<file path="src/rtl/bch_pkg.sv">
// Shared BCH encoder definitions: default code geometry, controller states and the parity LFSR step.
package bch_pkg;

  localparam int N_DEF = 64;
  localparam int K_DEF = 40;
  localparam int P_DEF = 24;

  // Feedback taps land on r4, r8, r14, r19; r23 takes the feedback itself.
  localparam logic [23:0] LFSR_TAPS = 24'h884110;

  typedef enum logic [1:0] {
    IDLE = 2'd0,
    MSG  = 2'd1,
    PAR  = 2'd2
  } state_e;

  function automatic logic [23:0] lfsr_step(input logic [23:0] r, input logic d);
    logic fb;
    fb = d ^ r[0];
    return (r >> 1) ^ (fb ? LFSR_TAPS : 24'h0);
  endfunction

endpackage

</file>
<file path="src/rtl/bch_parity_lfsr.sv">
// 24-bit parity LFSR, one step per message bit; clear wins over step.
module bch_parity_lfsr
  import bch_pkg::*;
(
  input  logic        clk,
  input  logic        rst,
  input  logic        step,
  input  logic        clear,
  input  logic        d,
  output logic [23:0] state
);

  logic [23:0] state_q;

  always_ff @(posedge clk) begin
    if (!rst) begin
      state_q <= '0;
    end else if (clear) begin
      state_q <= '0;
    end else if (step) begin
      state_q <= lfsr_step(state_q, d);
    end
  end

  assign state = state_q;

endmodule

</file>
<file path="src/rtl/bch_enc_ctrl.sv">
// Serial systematic BCH encoder controller: message bits MSB first, then parity LSB first, valid/ready paced.
// Optional BCH_ENC_ABORT_EN adds an abort input that drops the codeword in progress.
module bch_enc_ctrl
  import bch_pkg::*;
#(
  parameter int N = N_DEF,
  parameter int K = K_DEF
) (
  input  logic         clk,
  input  logic         rst,
`ifdef BCH_ENC_ABORT_EN
  input  logic         abort,
`endif
  input  logic         in_valid,
  output logic         in_ready,
  input  logic [K-1:0] in_data,
  output logic         out_valid,
  input  logic         out_ready,
  output logic         out_bit,
  output logic         out_last,
  output logic         busy,
  output logic [6:0]   bit_idx
);

  localparam int P = N - K;

  if (P != 24) begin : g_p_check
    $error("bch_enc_ctrl: N-K must be 24");
  end

  localparam logic [6:0] LAST_MSG = 7'(K - 1);
  localparam logic [6:0] LAST_BIT = 7'(N - 1);
  localparam logic [6:0] PEN_BIT  = 7'(N - 2);

  state_e      state_q;
  logic [K-2:0] msg_q;
  logic [22:0] par_q;
  logic        out_bit_q;
  logic        out_valid_q;
  logic        out_last_q;
  logic        in_ready_q;
  logic        busy_q;
  logic [6:0]  bit_idx_q;

  logic        abort_w;
  logic        accept_w;
  logic        xfer_w;
  logic [23:0] lfsr_state;
  logic [23:0] par_d;

`ifdef BCH_ENC_ABORT_EN
  assign abort_w = abort;
`else
  assign abort_w = 1'b0;
`endif

  assign accept_w = (state_q == IDLE) && in_valid && !abort_w;
  assign xfer_w   = out_valid_q && out_ready && !abort_w;

  // Parity snapshot includes the step for the final message bit being transferred now.
  assign par_d = lfsr_step(lfsr_state, out_bit_q);

  bch_parity_lfsr u_lfsr (
    .clk   (clk),
    .rst   (rst),
    .step  (xfer_w && (state_q == MSG)),
    .clear (accept_w || (abort_w && (state_q != IDLE))),
    .d     (out_bit_q),
    .state (lfsr_state)
  );

  always_ff @(posedge clk) begin
    if (!rst) begin
      state_q     <= IDLE;
      msg_q       <= '0;
      par_q       <= '0;
      out_bit_q   <= 1'b0;
      out_valid_q <= 1'b0;
      out_last_q  <= 1'b0;
      in_ready_q  <= 1'b1;
      busy_q      <= 1'b0;
      bit_idx_q   <= '0;
    end else begin
      case (state_q)
        IDLE: begin
          if (accept_w) begin
            state_q     <= MSG;
            msg_q       <= in_data[K-2:0];
            out_bit_q   <= in_data[K-1];
            out_valid_q <= 1'b1;
            in_ready_q  <= 1'b0;
            busy_q      <= 1'b1;
            bit_idx_q   <= '0;
          end
        end
        MSG, PAR: begin
          if (abort_w || (xfer_w && (state_q == PAR) && (bit_idx_q == LAST_BIT))) begin
            state_q     <= IDLE;
            par_q       <= '0;
            out_bit_q   <= 1'b0;
            out_valid_q <= 1'b0;
            out_last_q  <= 1'b0;
            in_ready_q  <= 1'b1;
            busy_q      <= 1'b0;
            bit_idx_q   <= '0;
          end else if (xfer_w) begin
            bit_idx_q <= bit_idx_q + 7'd1;
            if (state_q == MSG) begin
              if (bit_idx_q == LAST_MSG) begin
                state_q   <= PAR;
                par_q     <= par_d[23:1];
                out_bit_q <= par_d[0];
              end else begin
                msg_q     <= {msg_q[K-3:0], 1'b0};
                out_bit_q <= msg_q[K-2];
              end
            end else begin
              par_q      <= par_q >> 1;
              out_bit_q  <= par_q[0];
              out_last_q <= (bit_idx_q == PEN_BIT);
            end
          end
        end
        default: state_q <= IDLE;
      endcase
    end
  end

  assign in_ready  = in_ready_q;
  assign out_valid = out_valid_q;
  assign out_bit   = out_bit_q;
  assign out_last  = out_last_q;
  assign busy      = busy_q;
  assign bit_idx   = bit_idx_q;

endmodule

</file>
<file path="config.mk">
export PLATFORM = sky130hd
export DESIGN_NAME = bch_enc_ctrl
export DESIGN_NICKNAME = d
export VERILOG_FILES = /design/src/rtl/bch_pkg.sv /design/src/rtl/bch_parity_lfsr.sv /design/src/rtl/bch_enc_ctrl.sv
export SDC_FILE = /design/constraint.sdc
export NUM_CORES = 1
export LEC_CHECK = 0
export ABC_AREA = 1
export BUFFER_PORTS_ARGS = -buffer_cell sky130_fd_sc_hd__buf_2
export CAP_MARGIN = 10
export CORE_MARGIN = 2
export CORE_UTILIZATION = 64
export DETAILED_ROUTE_END_ITERATION = 10
export PLACE_DENSITY_LB_ADDON = 0.12
export SLEW_MARGIN = 25
export SYNTH_ARGS = -nofsm -noshare
export SYNTH_HDL_FRONTEND = slang
export SYNTH_SLANG_ARGS = --single-unit
</file>
<file path="constraint.sdc">
create_clock -name clk -period 3.4 [get_ports clk]
set_input_delay 0.34 -clock clk [delete_from_list [all_inputs] [get_ports clk]]
set_output_delay 0.34 -clock clk [all_outputs]
set_load 0.03 [all_outputs]
</file>
==> flow_summary.yaml, run 1 <==
run_status:
  run_status: "complete, no violations"
min_path:
  hold_end: "out_bit"
  min_from: "in_data[39]"
  hold_class: "input pin to register"
  hold_depth: 3
cts:
  cts_tree: "done"
  cts_buffers: 9
  cts_num_sinks: 99
  clkLatencyLatePin_ns: 0.36
  holdBufCountCts: 0
  cts_resized: 0
  cts_htree_levels: 3
  clk_path_buf_depth: 2
  cts-root-buf: "clkbuf_8"
  path_clk_slew_ns: 0.09
  post_cts_buffers: 0
cells_and_area:
  diodes: 0
  n_fill_cell: 699
  nets: 879
  fin_cells: 938
  drive_gt1_share_pct: 16.4
  areaGrowthSynthToFinish_pct: 8.12
synthesis:
  syn_area_per_cell_um2: 6.72
  netlist_top_cells_count: "nand2_1, inv_1, dfxtp_1"
  synth_top_area_share_pct: 37.1
  synth_fp_nets: 845
  synthDistinctLibCells: 29
  synth_flop_cell: "dfxtp_1"
  ys_warn_count: 0
  synth_edf_count: 0
  synthesis.area_um2: 5350
  synth_seq_cells: 99
  synthTopCellsByArea: "dfxtp_1, nand2_1, inv_1, mux2i_1, nor2_1"
  synth-seq-area-share_pct: 37.1
  postSynth.asyncResetShare_pct: 0
  synthMostInstantiatedCell: "nand2_1"
  synthCells: 795
  synth_largest_area_cell: "dfxtp_1"
die:
  io_pins: 56
  chipWidth_um: 95.4
  rows: 33
  dieHeight_um: 95.4
  core-area_um2: 8180
  initial_core_util_pct: 65.4
  die-area_um2: 9100
routing:
  drc: 0
  vias_per_cell: 5.09
  drtPass1Iterations: 5
  drtIter0Drc: 276
  antenna_left: 0
  vias: 4773
  wire_per_inst_um: 12.1
  wl_um: 11400
setup_path:
  end_kind: "register"
  startpoint_type: "register"
  timing.rr.end: "msg_q[15]"
  crit_required_ns: 3.66
  arrival_ns: 2.77
  rr_worst_depth: 10
  reg2reg_slack_ns: 0.90
  worstPathMaxFanout: 31
  crit_type: "register to register"
  r2r-start: "state_q[1]"
place:
  dpl.cell_count: 923
  gp_congestion: 0.884
  io_buffers: 55
  post-dp-hpwl_um: 7880
power:
  ir_drop_uv: 401
  pwr_density_cell_nw_per_um2: 696
  p_leak_nw: 2.71
grt:
  grt_util_met2_pct: 43.2
  use_met1_pct: 32.5
  grt_util_met3_pct: 5.14
  grt_pass1_wl_um: 18300
  grt_start_max_net_pins: 66
  first_global_vias: 4155
  grt.busiest_layer: "met2"
  antenna_found_initial: 0
  grt_usage_pct: 25.3
  grt-ovfl-total: 0
sta:
  fmax_mhz: 399
  whs_ns: 0.273
  finalWorstPathRequiredPeriod_ns: 2.50
  period_share_pct: 73.6
  fin_skew_ns: 0.00651
  fin_tns_setup_ns: 0
  rsz0062_at_grt: "no"
  maxSlewHeadroom_pct: 54.8
  finalHoldViolCount: 0
  finalSetupViolCount: 0
  tightest_slew_ns: 0.678
  maxSlewViolCount: 0
job:
  cap_viol_max_count: 0
==> cells by family after synthesis <==
family,Yosys count,synth area share [%]
muxes,38,7.12
and+or+nand+nor,448,37.0
xor gates and xnor gates,2,0.328
adders and majority gates,6,1.40
AOI/OAI and AO/OA,52,5.01
DFF,99,37.1
buffers and inverters,150,12.1
==> registers in the layout, indices dropped and copies added (netlist names) <==
register	count
msg_q	39
u_lfsr.state	24
par_q	23
bit_idx	7
state_q	2
busy	1
in_ready	1
out_bit	1
out_last	1
==> layer usage <==
layer,vias up,routed length (um)
met2,107,5390
li1,2480,-
met3,12,561
met4,0,132
met5,-,0
met1,2174,5280
==> stage by stage <==
step / worst slack (ns) / total power (W) / utilization, % / instance area (um^2)
global placement: 1.02 / 0.00321 / 68.3 / 5590
CTS: 0.910 / 0.00404 / 70.7 / 5780
detailed placement: 0.923 / 0.00328 / 68.3 / 5590
global route: 0.642 / 0.00432 / 70.7 / 5780
finish: 0.897 / 0.00402 / 70.7 / 5780
floorplan: 1.61 / 0.00301 / - / 5350
==> layout by cell type, fill, tap and decap left out <==
| cell | instances |
|---|---|
| nor2_4 | 3 |
| bufinv_16 | 1 |
| nor3b_1 | 2 |
| inv_1 | 104 |
| nand3_4 | 1 |
| nor2_2 | 20 |
| nand3_1 | 32 |
| or2_2 | 4 |
| nand3_2 | 21 |
| ha_2 | 1 |
| clkbuf_8 | 10 |
| mux2i_1 | 38 |
| a21oi_1 | 33 |
| o21ai_2 | 1 |
| buf_2 | 55 |
| nor2_1 | 80 |
| nor3_1 | 3 |
| nand4_1 | 4 |
| clkinv_2 | 1 |
| ha_1 | 5 |
| a31o_2 | 1 |
| clkinv_4 | 1 |
| clkinvlp_4 | 1 |
| clkinv_1 | 1 |
| buf_4 | 9 |
| clkbuf_1 | 1 |
| xor2_1 | 2 |
| nand2_1 | 275 |
| dfxtp_1 | 99 |
| inv_2 | 4 |
| o21ai_0 | 16 |
| nand2_2 | 3 |
| o21ai_1 | 1 |
==> worst max-delay path, stage by stage (launching register included) <==
cell and delay [ns]:
dfxtp_1 0.36, inv_1 0.10, ha_2 0.44, inv_2 0.10, o21ai_2 0.17, nand2_2 0.14
inv_2 0.50, buf_4 0.35, nand3_1 0.11, nand2_1 0.09, nor2_1 0.04
==> final cells by class <==
type                       count  area [um^2]  share of cell area, %
inverter                     109          409                   7.08
tap                          105          131                   2.27
timing repair buffer          64          343                   5.93
clock buffer                  11          141                   2.45
multi-input combinational    546         2720                   47.1
sequential                    99         1980                   34.3
clock inverter                 4         51.3                  0.888
==> worst max path at each step <==
stage / from / endpoint / slack (ns) / cells after the start
after global placement: state_q[0] / msg_q[17] / 1.02 / 10
after floorplan: bit_idx[1] / par_q[18] / 1.61 / 11
after CTS: state_q[1] / msg_q[14] / 0.91 / 10
after global routing: state_q[1] / u_lfsr.state[15] / 0.64 / 8
final: state_q[1] / msg_q[15] / 0.90 / 10
after detailed placement: state_q[1] / msg_q[14] / 0.92 / 10
==> power breakdown <==
group,internal [W],total [W],switching (W)
sequential,0.00140,0.00153,0.000129
clock,0.000357,0.000754,0.000397
combinational,0.000616,0.00173,0.00112
total,0.00238,0.00402,0.00165
Power figures use the tool's default switching activity.
==> inputs of run 2 (changes only) <==
--- a/config.mk
+++ b/config.mk
@@ -9,7 +9,7 @@
 export BUFFER_PORTS_ARGS = -buffer_cell sky130_fd_sc_hd__buf_2
 export CAP_MARGIN = 10
 export CORE_MARGIN = 2
-export CORE_UTILIZATION = 64
+export CORE_UTILIZATION = 59
 export DETAILED_ROUTE_END_ITERATION = 10
 export PLACE_DENSITY_LB_ADDON = 0.12
 export SLEW_MARGIN = 25
==> constraint.sdc (replaced) <==
create_clock -name clk -period 2.4 [get_ports clk]
set_input_delay 0.24 -clock clk [delete_from_list [all_inputs] [get_ports clk]]
set_output_delay 0.24 -clock clk [all_outputs]
set_load 0.03 [all_outputs]
==> run 2 against run 1 <==
  * Clock power grew 54%
  * Flip-flop and latch count is the same
  * Via count shrank 1.2%
  * Clock skew grew 0.0046 ns
  * Final area grew 1.7%
  * Total power grew 46%
  * First-iteration DRC count shrank 31%
  * Hold slack lost 0.078 ns
  * Global-route usage shrank 0.94 points
  * Highest routed layer unchanged
==> flow_summary.yaml, run 2 (synthesis results as in run 1) <==
cells_and_area:
  nets: 882
  fin_cells: 945
  drive_gt1_share_pct: 16.8
  largest_reg_flops: 39
  largest-register: "msg_q"
  layout_common_cells: "nand2_1, inv_1, dfxtp_1"
  areaGrowthSynthToFinish_pct: 10.0
  diodes: 0
  seq_area_um2: 1980
  n_fill_cell: 760
  fin_area_um2: 5880
  final_common_cell: "nand2_1"
  multi_input_area_um2: 2720
job:
  cap_viol_max_count: 0
setup_path:
  worstPathMaxFanout: 41
  startpoint_type: "register"
  crit_path_top_delay_cell: "ha_2"
  crit_start: "state_q[0]"
  rr_worst_depth: 10
  crit_required_ns: 2.69
  end_kind: "register"
  reg2reg_slack_ns: 0.35
  cp.depth: 10
  arrival_ns: 2.34
  r2r-start: "state_q[0]"
  slowest_delay_ns: 0.41
  crit_chain: "inv_1, ha_2, buf_12, nor2_1, a21oi_1, nand4_1, buf_4, nand2_1, inv_1, nor2_1"
  timing.rr.end: "msg_q[18]"
  crit_buf_inv: 4
  cp-endpoint: "msg_q[18]"
  crit_family: "buffers and inverters"
  crit_type: "register to register"
grt:
  first_global_vias: 4504
  grt_start_max_net_pins: 66
  grt-ovfl-total: 0
  antenna_found_initial: 0
  grt_pass1_wl_um: 19800
  grt_usage_pct: 24.3
routing:
  antenna_left: 0
  vias: 4715
  drc: 0
  drtPass1Iterations: 4
  wire_per_inst_um: 12.2
  vias_per_cell: 4.99
  wl_um: 11500
  drtIter0Drc: 190
sta:
  maxSlewHeadroom_pct: 50.7
  fin_tns_setup_ns: 0
  tightest_slew_ns: 0.738
  rsz0062_at_grt: "no"
  finalHoldViolCount: 0
  maxSlewViolCount: 0
  fmax_mhz: 488
  finalWorstPathRequiredPeriod_ns: 2.05
  whs_ns: 0.195
  period_share_pct: 85.3
  finalSetupViolCount: 0
  fin_skew_ns: 0.0111
power:
  ir_drop_uv: 422
  p_leak_nw: 2.75
  pwr_density_cell_nw_per_um2: 996
die:
  io_pins: 56
  core-area_um2: 8760
  rows: 34
  initial_core_util_pct: 61.0
  chipWidth_um: 99.2
  die-area_um2: 9840
  dieHeight_um: 99.2
cts:
  post_cts_buffers: 0
  cts_htree_levels: 3
  holdBufCountCts: 0
  cts_buffers: 9
  cts-root-buf: "clkbuf_8"
  cts_resized: 0
  clk_path_buf_depth: 2
  path_clk_slew_ns: 0.09
  cts_num_sinks: 99
  cts_tree: "done"
  clkLatencyLatePin_ns: 0.36
min_path:
  hold_class: "input pin to register"
place:
  dpl.cell_count: 929
  gp_congestion: 0.859
  io_buffers: 55
  post-dp-hpwl_um: 7740
  place_area_um2: 5660
run_status:
  run_status: "complete, no violations"
[run 2: cell count changes in the layout (fill, tap and decap cells not counted)]
cell | previous run | this run
buf_12 | 0 | 4
buf_4 | 9 | 8
bufinv_16 | 1 | 2
clkbuf_8 | 10 | 9
clkinv_4 | 1 | 0
clkinvlp_4 | 1 | 2
inv_6 | 0 | 1
[run 2: worst register-to-register path: stages, from the launching register on]
cell,delay [ns]
dfxtp_1,0.36
inv_1,0.09
ha_2,0.41
buf_12,0.29
nor2_1,0.09
a21oi_1,0.12
nand4_1,0.12
buf_4,0.26
nand2_1,0.10
inv_1,0.04
nor2_1,0.11
[run 2: metal layers]
metal  GRT usage, %  share of wire, %  vias to the layer above
met4           9.91               2.5                        0
met5              0                 0                        -
met1           30.2                45                     2115
li1               -                 -                     2496
met3           3.23               3.9                       22
met2           42.6                49                       82
[run 2: cell type report]
cell class                      count  share of cell area (%)
Clock buffer                       10                    2.17
Clock inverter                      6                    1.51
Inverter                          109                    6.96
Multi-Input combinational cell    546                    46.3
Sequential cell                    99                    33.7
Tap cell                          108                    2.30
Timing Repair Buffer               67                    7.07
[run 2: through the flow]
| stage | utilization [%] | setup slack, ns | total power, W |
|---|---|---|---|
| after floorplan | - | 0.607 | 0.00426 |
| after global routing | 67.1 | 0.145 | 0.00636 |
| final | 67.1 | 0.352 | 0.00586 |
| after detailed placement | 64.6 | 0.363 | 0.00472 |
| after CTS | 67.1 | 0.330 | 0.00591 |
| after global placement | 64.6 | 0.414 | 0.00465 |
[run 2: report_power, final]
part / switching [W] / total (W) / internal, W
combinational: 0.00160 / 0.00253 / 0.000934
sequential: 0.000175 / 0.00216 / 0.00199
clock: 0.000575 / 0.00116 / 0.000590
[run 2: how the worst min path moves through the flow]
| stage | slack (ns) | start | cells after the start | end |
|---|---|---|---|---|
| 6_report | 0.20 | in_data[39] | 3 | out_bit |
| 5_1_grt | 0.18 | in_data[0] | 3 | msg_q[0] |
| 4_1_cts | 0.19 | in_data[0] | 3 | msg_q[0] |
| 3_5_place_dp | 0.46 | u_lfsr.state[9] | 2 | u_lfsr.state[9] |
| 3_3_place_gp | 0.43 | in_ready | 2 | in_ready |
| 2_1_floorplan | 0.40 | in_data[0] | 2 | msg_q[0] |
==> inputs of run 3 (changes only) <==
==> constraint.sdc (replaced) <==
create_clock -name clk -period 1.93 [get_ports clk]
set_input_delay 0.193 -clock clk [delete_from_list [all_inputs] [get_ports clk]]
set_output_delay 0.193 -clock clk [all_outputs]
set_load 0.03 [all_outputs]
==> run 3 against run 2 <==
  * Sequential power up 25%
  * Sequential share of layout area down 1.0 points
  * Die area unchanged
  * Register-to-register slack lost 0.28 ns
  * Combinational power rose by 38%
  * Hold slack lost 0.029 ns
  * Worst setup slack worse by 0.28 ns
  * Critical path depth unchanged
  * Total power is 31% higher
  * Maximum frequency is 10% higher
  * Critical path type unchanged
  * Critical endpoint is now msg_q[19]
  * Largest power group unchanged
==> flow_summary.yaml, run 3 (synthesis results as in run 1) <==
routing:
  wl_um: 12300
  wire_per_inst_um: 12.8
  vias: 4913
  drtPass1Iterations: 5
  vias_per_cell: 5.12
  antenna_left: 0
  drc: 0
  drtIter0Drc: 185
setup_path:
  r2r-start: "state_q[0]"
  crit_type: "register to register"
  startpoint_type: "register"
  crit_start: "state_q[0]"
  worstPathMaxFanout: 25
  reg2reg_slack_ns: 0.07
  rr_worst_depth: 10
  cp-endpoint: "msg_q[19]"
  timing.rr.end: "msg_q[19]"
  crit_required_ns: 2.20
  end_kind: "register"
  arrival_ns: 2.13
power:
  ir_drop_uv: 528
  p_leak_nw: 2.84
  pwr_density_cell_nw_per_um2: 1270
grt:
  grt-ovfl-total: 0
  grt_start_max_net_pins: 53
  grt_usage_pct: 25.0
  first_global_vias: 4589
  antenna_found_initial: 0
  grt_pass1_wl_um: 20300
die:
  initial_core_util_pct: 61.0
  rows: 34
  core-area_um2: 8760
  dieHeight_um: 99.2
  chipWidth_um: 99.2
  io_pins: 56
  die-area_um2: 9840
sta:
  tightest_slew_ns: 0.553
  whs_ns: 0.166
  fin_skew_ns: 0.0124
  maxSlewHeadroom_pct: 63.2
  fmax_mhz: 538
  finalWorstPathRequiredPeriod_ns: 1.86
  period_share_pct: 96.3
  finalHoldViolCount: 0
  maxSlewViolCount: 0
  finalSetupViolCount: 0
cells_and_area:
  largest_reg_flops: 39
  layout_common_cells: "nand2_1, inv_1, dfxtp_1"
  n_fill_cell: 760
  fin_util_pct: 69.3
  multi_input_area_um2: 2740
  seq_area_um2: 1980
  final_common_cell: "nand2_1"
  nets: 897
  largest-register: "msg_q"
  drive_gt1_share_pct: 19.0
  areaGrowthSynthToFinish_pct: 13.6
  diodes: 0
cts:
  cts_htree_levels: 3
  cts_tree: "done"
  cts-root-buf: "clkbuf_8"
  clkLatencyLatePin_ns: 0.37
  path_clk_slew_ns: 0.10
  clk_path_buf_depth: 2
  cts_buffers: 9
  cts_num_sinks: 99
place:
  post-dp-hpwl_um: 8220
  io_buffers: 55
  gp_congestion: 0.869
run_status:
  run_status: "complete, no violations"
job:
  cap_viol_max_count: 0
min_path:
  hold_class: "input pin to register"
run 3: cell count changes in the layout (fill, tap and decap cells not counted), sizes merged:
cell | before | now
buf | 67 | 80
clkbuf | 10 | 11
clkinv | 2 | 1
clkinvlp | 2 | 3
inv | 109 | 110
run 3: metal layers:
layer | up-vias | wire length (um) | GRT usage [%]
met5 | - | 0 | 0
met4 | 0 | 308 | 9.69
met3 | 21 | 495 | 3.30
met2 | 104 | 6090 | 44.0
met1 | 2267 | 5440 | 31.2
li1 | 2521 | - | -
run 3: worst max-delay path, stage by stage (launching register included):
cell     delay, ns
dfxtp_1       0.37
inv_1         0.11
ha_4          0.33
buf_12        0.21
a21oi_1       0.11
nand4_1       0.11
buf_4         0.16
buf_6         0.18
nand2_1       0.07
inv_1         0.07
nor2_1        0.05
run 3: area by class of cell:
cell class	instances	area share (%)
repair buffers	81	9.34
clock inverters	6	1.59
multi-input cells	546	45.1
well taps	108	2.23
inverters	109	6.84
flip-flops and latches	99	32.7
clock buffers	10	2.10
repair inverters	1	0.124
run 3: worst min-delay path by stage:
stage | from | to | slack, ns | cells after the start
floorplan | in_data[0] | msg_q[0] | 0.35 | 2
global placement | in_ready | in_ready | 0.44 | 2
detailed placement | u_lfsr.state[15] | u_lfsr.state[15] | 0.46 | 2
CTS | in_data[0] | msg_q[0] | 0.13 | 3
global route | in_data[0] | msg_q[0] | 0.15 | 3
finish | in_data[0] | msg_q[0] | 0.17 | 3
run 3: what timing repair did:
| action | CTS | global route |
|---|---|---|
| cloned | 0 | 2 |
| pin swaps | 0 | 2 |
| hold buffers | 0 | 0 |
| hold endpoints to repair | 0 | 0 |
| buffers inserted | 0 | 5 |
| endpoints found under the setup margin | 5 | 88 |
| resized for setup | 1 | 9 |
run 3: where the power goes:
part,internal (W),switching (W)
Combinational,0.00139,0.00210
Sequential,0.00247,0.000231
Clock,0.000749,0.000753
run 3: through the flow:
stage | std cells | setup TNS (ns) | power (W) | setup slack, ns | instance area (um^2)
floorplan | 795 | 0 | 0.00530 | 0.137 | 5350
global placement | 937 | 0 | 0.00591 | 0.0662 | 5750
detailed placement | 937 | -0.0237 | 0.00604 | -0.0160 | 5750
CTS | 953 | 0 | 0.00757 | 0.0148 | 5980
global route | 960 | -0.115 | 0.00830 | -0.0290 | 6070
finish | 960 | 0 | 0.00769 | 0.0711 | 6070
